$ cat src/rtl/game_sequencer.sv
// Game-flow controller for the flappy-bird datapath: IDLE/PLAY/DYING/OVER sequencing,
// restart/flap strobes, score, high score and pipe-speed level.
module game_sequencer #(
    parameter int unsigned DEATH_FRAMES     = 30,
    parameter int unsigned POINTS_PER_LEVEL = 5,
    parameter int unsigned SPEED_INIT       = 2,
    parameter int unsigned SPEED_MAX        = 6,
    parameter int unsigned SCORE_MAX        = 999
) (
    input  logic        clk,
    input  logic        reset,
    input  logic        frame_tick,
    input  logic        flap,
    input  logic        collision,
    input  logic [10:0] bird_x,
    input  logic [10:0] pipe1_x,
    input  logic [10:0] pipe2_x,
    output logic [1:0]  state,
    output logic        run,
    output logic        flap_pulse,
    output logic        restart,
    output logic [9:0]  score,
    output logic [9:0]  high_score,
    output logic [2:0]  speed
);

    localparam int unsigned SCORE_W = 10;
    localparam int unsigned SPEED_W = 3;
    localparam int unsigned FRAME_W = $clog2(DEATH_FRAMES + 1);
    localparam int unsigned LEVEL_W = $clog2(POINTS_PER_LEVEL + 2);

    typedef enum logic [1:0] {
        S_IDLE  = 2'd0,
        S_PLAY  = 2'd1,
        S_DYING = 2'd2,
        S_OVER  = 2'd3
    } state_t;

    state_t               state_q, state_d;
    logic                 run_q, run_d;
    logic                 flap_pulse_q, flap_pulse_d;
    logic                 restart_q, restart_d;
    logic [SCORE_W-1:0]   score_q, score_d;
    logic [SCORE_W-1:0]   high_q, high_d;
    logic [SPEED_W-1:0]   speed_q, speed_d;
    logic [LEVEL_W-1:0]   level_q, level_d;
    logic [FRAME_W-1:0]   frame_q, frame_d;
    logic                 flap_q;
    logic                 pass1_q, pass1_d;
    logic                 pass2_q, pass2_d;

    logic                 flap_rise;
    logic                 pass1_now, pass2_now;
    logic                 rise1, rise2;
    logic [1:0]           points;
    logic [SCORE_W:0]     score_sum;
    logic [SCORE_W-1:0]   score_sat;
    logic [LEVEL_W-1:0]   level_sum;

    // State and output registers
    always_ff @(posedge clk or posedge reset) begin
        if (reset) begin
            state_q      <= S_IDLE;
            run_q        <= 1'b0;
            flap_pulse_q <= 1'b0;
            restart_q    <= 1'b0;
            score_q      <= '0;
            high_q       <= '0;
            speed_q      <= SPEED_W'(SPEED_INIT);
            level_q      <= '0;
            frame_q      <= '0;
            flap_q       <= 1'b0;
            pass1_q      <= 1'b0;
            pass2_q      <= 1'b0;
        end else begin
            state_q      <= state_d;
            run_q        <= run_d;
            flap_pulse_q <= flap_pulse_d;
            restart_q    <= restart_d;
            score_q      <= score_d;
            high_q       <= high_d;
            speed_q      <= speed_d;
            level_q      <= level_d;
            frame_q      <= frame_d;
            flap_q       <= flap;
            pass1_q      <= pass1_d;
            pass2_q      <= pass2_d;
        end
    end

    // Next-state, scoring and strobe logic
    always_comb begin
        state_d      = state_q;
        flap_pulse_d = 1'b0;
        restart_d    = 1'b0;
        score_d      = score_q;
        high_d       = high_q;
        speed_d      = speed_q;
        level_d      = level_q;
        frame_d      = frame_q;

        flap_rise = flap & ~flap_q;
        pass1_now = (pipe1_x < bird_x);
        pass2_now = (pipe2_x < bird_x);
        pass1_d   = frame_tick ? pass1_now : pass1_q;
        pass2_d   = frame_tick ? pass2_now : pass2_q;
        rise1     = frame_tick & pass1_now & ~pass1_q;
        rise2     = frame_tick & pass2_now & ~pass2_q;
        points    = 2'(rise1) + 2'(rise2);
        score_sum = (SCORE_W+1)'(score_q) + (SCORE_W+1)'(points);
        score_sat = (score_sum > (SCORE_W+1)'(SCORE_MAX)) ? SCORE_W'(SCORE_MAX)
                                                          : score_sum[SCORE_W-1:0];
        level_sum = level_q + LEVEL_W'(points);

        case (state_q)
            S_IDLE: begin
                if (flap_rise) begin
                    state_d      = S_PLAY;
                    restart_d    = 1'b1;
                    flap_pulse_d = 1'b1;
                    score_d      = '0;
                    level_d      = '0;
                    frame_d      = '0;
                    speed_d      = SPEED_W'(SPEED_INIT);
                end
            end
            S_PLAY: begin
                score_d = score_sat;
                // A double point crossing the boundary bumps speed once and keeps the remainder
                if (level_sum >= LEVEL_W'(POINTS_PER_LEVEL)) begin
                    level_d = level_sum - LEVEL_W'(POINTS_PER_LEVEL);
                    if (speed_q < SPEED_W'(SPEED_MAX)) begin
                        speed_d = speed_q + SPEED_W'(1);
                    end
                end else begin
                    level_d = level_sum;
                end
                if (collision) begin
                    state_d = S_DYING;
                end else if (flap_rise) begin
                    flap_pulse_d = 1'b1;
                end
            end
            S_DYING: begin
                if (frame_tick) begin
                    if (frame_q == FRAME_W'(DEATH_FRAMES - 1)) begin
                        frame_d = '0;
                        state_d = S_OVER;
                        if (score_q > high_q) begin
                            high_d = score_q;
                        end
                    end else begin
                        frame_d = frame_q + FRAME_W'(1);
                    end
                end
            end
            S_OVER: begin
                if (flap_rise) begin
                    state_d   = S_IDLE;
                    restart_d = 1'b1;
                end
            end
            default: state_d = S_IDLE;
        endcase

        run_d = (state_d == S_PLAY);
    end

    assign state      = state_q;
    assign run        = run_q;
    assign flap_pulse = flap_pulse_q;
    assign restart    = restart_q;
    assign score      = score_q;
    assign high_score = high_q;
    assign speed      = speed_q;

endmodule

$ cat config.mk
export PLATFORM = sky130hd
export DESIGN_NAME = game_sequencer
export DESIGN_NICKNAME = d
export VERILOG_FILES = /design/src/rtl/game_sequencer.sv
export SDC_FILE = /design/constraint.sdc
export NUM_CORES = 1
export LEC_CHECK = 0
export ABC_AREA = 0
export CAP_MARGIN = 20
export CORE_MARGIN = 1
export CORE_UTILIZATION = 40
export CTS_BUF_LIST = sky130_fd_sc_hd__clkbuf_8
export CTS_CLUSTER_DIAMETER = 50
export DETAILED_ROUTE_END_ITERATION = 10
export GPL_ROUTABILITY_DRIVEN = 0
export PLACE_DENSITY = 0.66
export REMOVE_ABC_BUFFERS = 1
export SLEW_MARGIN = 20
export SYNTH_ARGS = -nofsm -noshare
export SYNTH_HDL_FRONTEND = slang
export SYNTH_SLANG_ARGS = --single-unit
$ cat constraint.sdc
create_clock -name clk -period 7.1 [get_ports clk]
set_input_delay 1.065 -clock clk [delete_from_list [all_inputs] [get_ports clk]]
set_output_delay 1.065 -clock clk [all_outputs]
set_load 0.02 [all_outputs]
==> results by group <==
Logic synthesis
  – Syn Area/Cell: around 9.2 um^2
  – Yosys top cell area share: between 30% and 40%
  – Yosys top cell by area: dfrtp_1
  – Seq/Total Area, Yosys: 34.51%
  – EDFF count, synth: 0
  – YS warnings: 0
  – Synth Cell Area: 0.002831 mm^2
  – Most used flip-flop cell after synthesis: dfrtp_1
  – Synth Instances: 308
  – Top cells by area, synth: dfrtp_1 34%, ha_1 19%, inv_1 4.9%
  – #FFs+latches synth: 39
  – Async set-or-reset flop fraction in the synthesized netlist: 100.0%
  – Post-synth cell types: 46

Job
  – Max Cap Viol: 0

Layout
  – Most frequent cells in the layout: 65 x clkdlybuf4s50_1, 43 x ha_1, 38 x dfrtp_1
  – Layout fillers: 662
  – Nets: 461
  – Area Overhead vs Synth: 31.37%
  – Ant. Diodes: 0
  – Multi-input gate area: 0.001700 mm^2
  – Ratio of cells with drive above 1 in the final layout: 3.958%
  – Non-Filler Instances: 475
  – Sequential cell area: 977.2 um^2
  – Design Area, Final: 0.003720 mm^2
  – Commonest non-fill, non-tap cell in the layout: clkdlybuf4s50_1

Critical path
  – Critical path class: in -> reg
  – Worst setup EP type: register
  – Crit path launch type: input port
  – Worst EP arrival: 4.96 ns
  – Worst Path Required: 7.33 ns
  – Crit Path Max Fanout: 3

Global routing
  – Tot GR Track Use: 18.86%
  – Number of antenna violations at the first check in global routing: 0
  – First-pass GRT wire length: 10950 um
  – Largest net degree at the start of global routing: 40
  – Congestion Overflow GR: 0
  – Vias in the first global route: 2363

Floorplan
  – Chip Width: 86.14 um
  – Die ar.: between 0.007 and 0.008 mm^2
  – Starting density of the core: 41.45%
  – I/O pin count: between 60 and 70
  – Cell Rows: 30
  – Core Region: 0.006832 mm^2
  – Die Y: roughly 86 um

Clock tree
  – Post-CTS Setup Bufs: 0
  – CTS tree: done
  – Post_cts resized: 0
  – CTS root buf: clkbuf_8
  – CTS H-tree depth: 2
  – Clock Latency Late Sink: 0.30 ns
  – Total CTS buffers: 5
  – # hold bufs at CTS: 0
  – CTS Buffer Depth: 2
  – Clk sinks: 39
  – Clock transition at path regs: 0.08 ns

Routing
  – Initial DRC Count: 93
  – Via count: 2421
  – Avg Vias per Cell: 5.097
  – Antenna viol nets, final: 0
  – WL final: around 6600 um
  – DRC Markers: 0
  – Pre-antenna DRT Iters: 4
  – WL per Instance: 13.81 um

STA
  – Fmax: roughly 210 MHz
  – Hold Slack: a little under 0.5 ns
  – Slew headroom: 49.94%
  – TNS Setup: 0 ns
  – Fin. Hold Viols: 0
  – Max-slew violations: 0
  – Slew at the pin with the worst max-slew slack: approximately 0.75 ns
  – RSZ-0062 raised after global routing: no
  – Max Clock Skew: 0.006603 ns
  – Period minus WS final: 4.722 ns
  – Fin crit share: 66.50%
  – Setup-failing EPs final: 0

Power and ir drop
  – PwrDens: 231.2 mW/mm^2
  – P_leak: 1.718 nW
  – Power, Total: 0.0008601 W
  – Peak supply drop: 0.1581 mV

Placed design
  – Post-DP Area: 0.003602 mm^2
  – Detailed placer's ending HPWL: slightly below 5000 um
  – I/O Buffers: 65
  – Placed cells: 467

Outcome
  – Status: completed

Min path
  – HP Class: reg -> reg
==> state kept, by name, summed over array words and instances (netlist names) <==
register / cells
flap_pulse: 1
flap_q: 1
frame_q: 5
high_score: 10
level_q: 3
pass1_q: 1
pass2_q: 1
restart: 1
run: 1
score: 10
speed: 3
state: 2
==> layout make-up <==
type / count / share of cell area [%]
multi-input cells: 228 / 45.71
clock inverters: 2 / 0.9418
well taps: 96 / 3.229
inverters: 37 / 3.734
repair buffers: 67 / 17.89
flip-flops and latches: 39 / 26.27
clock buffers: 6 / 2.220
==> report_power, final <==
group | internal (W) | switching [W]
clock | 0.000114 | 0.0000824
combinational | 0.000161 | 0.000207
sequential | 0.000261 | 0.0000348
==> layer usage <==
layer | up-vias | share of wire [%] | track usage [%]
met5 | - | 0 | 0
met4 | 0 | 1.8 | 6.970
met3 | 10 | 5.0 | 3.850
met2 | 73 | 44 | 29.87
met1 | 1104 | 49 | 25.44
li1 | 1234 | - | -
==> worst max-delay path: stages <==
cell and delay [ns]:
clkdlybuf4s50_1 0.46, inv_1 0.05, ha_1 0.31, a21o_1 0.18
a21o_1 0.17, a21oi_1 0.20, o211ai_1 0.15, a21oi_1 0.17
ha_1 0.27, ha_1 0.21, fa_1 0.53, inv_1 0.08
ha_1 0.20, nor2_1 0.15, a211oi_1 0.09, o21ai_0 0.34
nor2_1 0.07, a211o_1 0.27
==> path summary, 6_finish.rpt <==
check | from | end | slack, ns | depth (start not counted)
min | frame_q[4] | frame_q[4] | 0.48 | 1
min in group asynchronous | reset | state[1] | 1.18 | 3
min reg2reg | frame_q[4] | frame_q[4] | 0.48 | 1
max in group asynchronous | reset | speed[1] | 5.56 | 3
max reg2reg | pass1_q | speed[1] | 4.14 | 13
max | bird_x[8] | speed[1] | 2.38 | 18
==> logic make-up after synthesis <==
family | after synthesis | share of synthesized area, %
AO/OA/AOI/OAI | 76 | 17.15
buffers and inverters | 41 | 5.435
XOR/XNOR | 7 | 2.165
AND/OR/NAND/NOR | 86 | 15.02
adder cells (fa/ha/maj) | 45 | 20.42
multiplexers | 14 | 5.303
flip-flops | 39 | 34.51
==> synthesized netlist by cell type (4+ instances only) <==
library cell	n
nor2_1	23
nand2b_1	9
a21o_1	7
dfrtp_1	38
nor3_1	4
clkbuf_1	4
ha_1	43
mux2_1	7
nand4_1	7
a21oi_1	20
nand2_1	23
nand3_1	4
nor2b_1	4
mux2i_1	6
inv_1	37
o21ai_0	21
xnor2_1	4
==> through the flow <==
| step | worst slack [ns] | utilization, % |
|---|---|---|
| after floorplan | 2.842 | - |
| final | 2.378 | 54.45 |
| after global routing | 2.124 | 54.45 |
| after global placement | 2.186 | 52.73 |
| after detailed placement | 2.095 | 52.73 |
| after CTS | 2.387 | 54.45 |
(Power assumes the default switching activity.)
